`src/rtl/rsa_operand_sequencer.sv`:
```
// Operand loader and result collector in front of the RSA exponentiation core.
// Bytes fill P, E, M and Const MSB-first, then the core is cleared, run and its result (or a timeout) returned.
module rsa_operand_sequencer #(
    parameter int WIDTH   = 8,
    parameter int TIMEOUT = 1024
) (
    input  logic             clk,
    input  logic             rst,
    input  logic             abort,
    input  logic [7:0]       in_data,
    input  logic             in_valid,
    output logic             in_ready,
    output logic             core_rstb,
    output logic             core_en,
    output logic [WIDTH-1:0] P_o,
    output logic [WIDTH-1:0] E_o,
    output logic [WIDTH-1:0] M_o,
    output logic [WIDTH-1:0] Const_o,
    input  logic [WIDTH-1:0] core_C,
    input  logic             core_eoc,
    output logic [WIDTH-1:0] res_data,
    output logic             res_err,
    output logic             res_valid,
    input  logic             res_ready,
    output logic             busy
);
    localparam int BYTES = WIDTH / 8;
    localparam int NB    = 4 * BYTES;
    localparam int CW    = $clog2(NB);
    localparam int TW    = (TIMEOUT > 2) ? $clog2(TIMEOUT) : 1;

    typedef enum logic [1:0] {LOAD, CLR, RUN, DONE} state_t;

    state_t          state;
    logic [CW-1:0]   byte_cnt;
    logic [TW-1:0]   tmo_cnt;
    logic [CW-1:0]   word_idx;
    logic [WIDTH-1:0] in_word;

    assign word_idx = byte_cnt / CW'(BYTES);
    assign in_word  = WIDTH'(in_data);

    always_ff @(posedge clk) begin
        if (rst) begin
            state     <= LOAD;
            byte_cnt  <= '0;
            tmo_cnt   <= '0;
            in_ready  <= 1'b1;
            core_rstb <= 1'b1;
            core_en   <= 1'b0;
            P_o       <= '0;
            E_o       <= '0;
            M_o       <= '0;
            Const_o   <= '0;
            res_data  <= '0;
            res_err   <= 1'b0;
            res_valid <= 1'b0;
            busy      <= 1'b0;
        end else if (abort) begin
            // Operands keep partial contents; the next load overwrites them.
            state     <= LOAD;
            byte_cnt  <= '0;
            tmo_cnt   <= '0;
            in_ready  <= 1'b1;
            core_rstb <= 1'b1;
            core_en   <= 1'b0;
            res_err   <= 1'b0;
            res_valid <= 1'b0;
            busy      <= 1'b0;
        end else begin
            case (state)
                LOAD: begin
                    if (in_valid && in_ready) begin
                        case (word_idx[1:0])
                            2'd0:    P_o     <= (P_o << 8) | in_word;
                            2'd1:    E_o     <= (E_o << 8) | in_word;
                            2'd2:    M_o     <= (M_o << 8) | in_word;
                            default: Const_o <= (Const_o << 8) | in_word;
                        endcase
                        if (byte_cnt == CW'(NB - 1)) begin
                            byte_cnt  <= '0;
                            state     <= CLR;
                            in_ready  <= 1'b0;
                            busy      <= 1'b1;
                            core_rstb <= 1'b0;
                        end else begin
                            byte_cnt <= byte_cnt + 1'b1;
                        end
                    end
                end
                CLR: begin
                    state     <= RUN;
                    core_rstb <= 1'b1;
                    core_en   <= 1'b1;
                    tmo_cnt   <= '0;
                end
                RUN: begin
                    // A real result beats a timeout landing in the same cycle.
                    if (core_eoc) begin
                        res_data  <= core_C;
                        res_err   <= 1'b0;
                        res_valid <= 1'b1;
                        core_en   <= 1'b0;
                        state     <= DONE;
                    end else if (tmo_cnt == TW'(TIMEOUT - 1)) begin
                        res_data  <= '0;
                        res_err   <= 1'b1;
                        res_valid <= 1'b1;
                        core_en   <= 1'b0;
                        state     <= DONE;
                    end else begin
                        tmo_cnt <= tmo_cnt + 1'b1;
                    end
                end
                DONE: begin
                    if (res_ready) begin
                        res_valid <= 1'b0;
                        in_ready  <= 1'b1;
                        busy      <= 1'b0;
                        state     <= LOAD;
                    end
                end
                default: state <= LOAD;
            endcase
        end
    end
endmodule

```
`config.mk`:
```
export PLATFORM = sky130hd
export DESIGN_NAME = rsa_operand_sequencer
export DESIGN_NICKNAME = d
export VERILOG_FILES = /design/src/rtl/rsa_operand_sequencer.sv
export SDC_FILE = /design/constraint.sdc
export NUM_CORES = 1
export LEC_CHECK = 0
export BUFFER_PORTS_ARGS = -buffer_cell sky130_fd_sc_hd__buf_2
export CAP_MARGIN = 30
export CORE_ASPECT_RATIO = 0.75
export CORE_MARGIN = 2
export CORE_UTILIZATION = 47
export CTS_CLUSTER_DIAMETER = 150
export DETAILED_ROUTE_END_ITERATION = 8
export PLACE_DENSITY = 0.77
export SYNTH_ARGS = -nofsm -noshare
export SYNTH_HDL_FRONTEND = slang
export SYNTH_SLANG_ARGS = --single-unit
```
`constraint.sdc`:
```
create_clock -name clk -period 2 [get_ports clk]
set_clock_uncertainty 0.1 [all_clocks]
set_input_delay 0.6 -clock clk [delete_from_list [all_inputs] [get_ports clk]]
set_output_delay 0.6 -clock clk [all_outputs]
set_load 0.1 [all_outputs]
```
==> impl_metrics.env <==
export IMPL_status="complete, no violations"
export IMPL_synth_seq_cells=60
export IMPL_hold_path_startpoint="E_o[7]$_SDFFE_PP0P_"
export IMPL_yosys_cell_types_count=43
export IMPL_grt_pass1_wl_microns=10700
export IMPL_r2r_slack_ns=0.12
export IMPL_hpwl_microns=4790
export IMPL_synth_flop_cell="dfxtp_1"
export IMPL_area_delta_synth_final_pct=25.7
export IMPL_dieArea_sq_mm=0.00621
export IMPL_yosys_warnings=0
export IMPL_core_area_sq_mm=0.00538
export IMPL_path_delay_family="simple AND/OR/NAND/NOR gates"
export IMPL_cts_setup_buffers=0
export IMPL_worst_path_most_repeated_cell="inv_1"
export IMPL_slowest_stage="or4_1"
export IMPL_critPathKind="register to register"
export IMPL_die_h_microns=68.8
export IMPL_peakVddDrop_mv=0.390
export IMPL_tns_ns=0
export IMPL_cp_end_kind="register"
export IMPL_initialDrtViolationCount=235
export IMPL_dpl_cell_area_sq_mm=0.00310
export IMPL_yosysTopAreaCellShare_pct=45.7
export IMPL_async_flop_share_pct=0
export IMPL_fin_area_sq_mm=0.00330
export IMPL_n_fill_cell=525
export IMPL_period_share_pct=94.2
export IMPL_detail_route_antenna_nets=0
export IMPL_slowest_delay_ns=0.54
export IMPL_io_pins=68
export IMPL_maxCapViolCount=0
export IMPL_rr_endpoint="tmo_cnt[9]$_SDFFE_PP0P_"
export IMPL_yosysSeqAreaShare_pct=45.7
export IMPL_grt_ovfl_total=0
export IMPL_p_per_area_mw_per_mm2=764
export IMPL_num_nets_final=420
export IMPL_synth_area_top_cells="dfxtp_1, a21oi_1, nand3_1"
export IMPL_syn_nets=349
export IMPL_globalplace_congestion=0.908
export IMPL_cts_clk_slew_worst_paths_ns=0.07
export IMPL_critical_path_buf_inv_count=2
export IMPL_avgRoutedWirePerCell_microns=14.2
export IMPL_rsz0062_at_grt="false"
export IMPL_cts_sinks=60
export IMPL_setup_viol=0
export IMPL_std_cell_rows=23
export IMPL_synth_edf_count=0
export IMPL_drc=0
export IMPL_antenna_found_initial=0
export IMPL_grt_pass1_vias=2135
export IMPL_crit_required_ns=2.15
export IMPL_synth_cells=317
export IMPL_port_buffers=67
export IMPL_syn_mean_instance_area_sq_um=8.29
export IMPL_grt_use_total_pct=22.1
export IMPL_worstSetupStartpointType="register"
export IMPL_crit_chain="inv_1 -> ha_2 -> inv_1 -> or4_1 -> a221oi_1"
export IMPL_fmax_mhz=531
export IMPL_num_vias=2550
export IMPL_reg2reg_depth=5
export IMPL_netlist_area_sq_mm=0.00263
export IMPL_cts_tree="done"
export IMPL_hold_depth=2
export IMPL_clock_tree_buffer_depth=2
export IMPL_antennaDiodeCount=0
export IMPL_die_x_microns=90.3
export IMPL_cts_buffers=9
export IMPL_crit_arrival_ns=2.03
export IMPL_grt_max_degree=41
export IMPL_synth_top_cell_by_area="dfxtp_1"
export IMPL_slew_headroom_pct=65.2
export IMPL_wl_microns=6660
export IMPL_vias_per_cell=5.45
export IMPL_initial_utilization_pct=48.8
export IMPL_cts_max_level=3
export IMPL_critPathMaxFanout=5
export IMPL_ctsResizeCount=0
export IMPL_min_to="E_o[7]$_SDFFE_PP0P_"
export IMPL_drive_above_1_share_pct=27.5
export IMPL_hold_viol_final=0
export IMPL_first_pass_iters=4
export IMPL_min_period_ns=1.88
export IMPL_drv_slew=0
export IMPL_tightest_slew_ns=0.514
export IMPL_clk_latency_ns=0.34
export IMPL_r2r_start="state[1]$_SDFFE_PP0P_"
export IMPL_min_path_type="register to register"
export IMPL_hold_buffers=0
export IMPL_root_buffer="clkbuf_8"
export IMPL_p_leak_nw=1.30
-- state kept, by name (all words and copies together), names as in the netlist, 2 cells and up --
| register | count |
|---|---|
| Const_o | 8 |
| E_o | 8 |
| M_o | 8 |
| P_o | 8 |
| byte_cnt | 2 |
| res_data | 8 |
| state | 2 |
| tmo_cnt | 10 |
-- worst max path at each step --
| stage | cells past startpoint | slack [ns] | from | to |
|---|---|---|---|---|
| after floorplan | 6 | 0.11 | state[0]$_SDFFE_PP0P_ | tmo_cnt[9]$_SDFFE_PP0P_ |
| after global placement | 6 | 0.1 | abort | Const_o[7]$_SDFFE_PP0P_ |
| after detailed placement | 6 | 0.07 | abort | Const_o[7]$_SDFFE_PP0P_ |
| after CTS | 5 | 0.07 | state[0]$_SDFFE_PP0P_ | tmo_cnt[9]$_SDFFE_PP0P_ |
| after global routing | 5 | 0.002 | state[1]$_SDFFE_PP0P_ | tmo_cnt[9]$_SDFFE_PP0P_ |
| final | 5 | 0.12 | state[1]$_SDFFE_PP0P_ | tmo_cnt[9]$_SDFFE_PP0P_ |
-- kinds of logic after synthesis --
kind of cell / synth area share (%)
AOI/OAI and AO/OA: 21.3
adders and majority gates: 4.76
buffers and inverters: 5.00
DFF: 45.7
muxes: 0.381
and+or+nand+nor: 22.9
-- cell usage in the layout, fill, tap and decap left out, drive strengths merged, types with 2 or more instances in the layout --
cell and n:
a211oi 4, a21bo 2, a21oi 49, a221oi 2, a31oi 4, buf 84, clkbuf 9, clkinvlp 3
dfxtp 60, ha 10, inv 11, nand2 49, nand2b 2, nand3 40, nand4b 8, nor2 6
nor3 3, o21ai 14, o22ai 2, o311ai 4, o31ai 2, or2 2, or4 4
-- cell type report --
| cell class | count | area, sq um | share of cell area (%) |
|---|---|---|---|
| tap | 75 | 93.8 | 2.84 |
| multi-input combinational | 224 | 1300 | 39.3 |
| clock buffer | 9 | 124 | 3.75 |
| inverter | 9 | 33.8 | 1.02 |
| timing repair buffer | 84 | 475 | 14.4 |
| sequential | 60 | 1200 | 36.4 |
| clock inverter | 7 | 75.1 | 2.27 |
-- through the flow --
stage	total power, W	hold WS (ns)	instances	util, %	worst slack [ns]
after floorplan	0.00139	0.370	317	-	0.111
after global routing	0.00263	0.360	468	61.4	0.00158
after CTS	0.00255	0.353	468	61.3	0.0715
after detailed placement	0.00146	0.343	452	57.6	0.0676
after global placement	0.00145	0.340	452	57.6	0.0997
final	0.00252	0.353	468	61.4	0.116
-- cells in the mapped netlist, drive strengths merged (2+ instances only) --
cell and instances:
a31oi 4, inv 9, clkbuf 22, or2 2, nand4b 8, nor3 3
o21ai 14, o311ai 4, a21oi 49, ha 10, buf 2, nand2 49
o31ai 2, nor2 6, or4 4, o22ai 2, a21bo 2, dfxtp 60
nand2b 2, nand3 40, a221oi 2, a211oi 4
-- worst register-to-register path, cell delays in order, from the launching register on --
cell	delay [ns]
dfxtp_1	0.36
inv_1	0.10
ha_2	0.40
inv_1	0.06
or4_1	0.54
a221oi_1	0.24
-- report_power, final --
group	switching, W	leakage, nW	internal (W)	total (W)
registers	0.00000721	0.484	0.00121	0.00121
clock network	0.000513	0.0923	0.000580	0.00109
logic	0.000164	0.728	0.0000539	0.000218
-- routing by layer --
metal  GRT usage [%]  wire [microns]  vias to the layer above
met1            31.6            3280                     1171
li1                -               -                     1285
met4            6.15              63                        0
met5               0               0                        -
met2            30.5            2840                       88
met3            8.91             475                        6
Note: power is estimated with default switching activity, not from simulation.
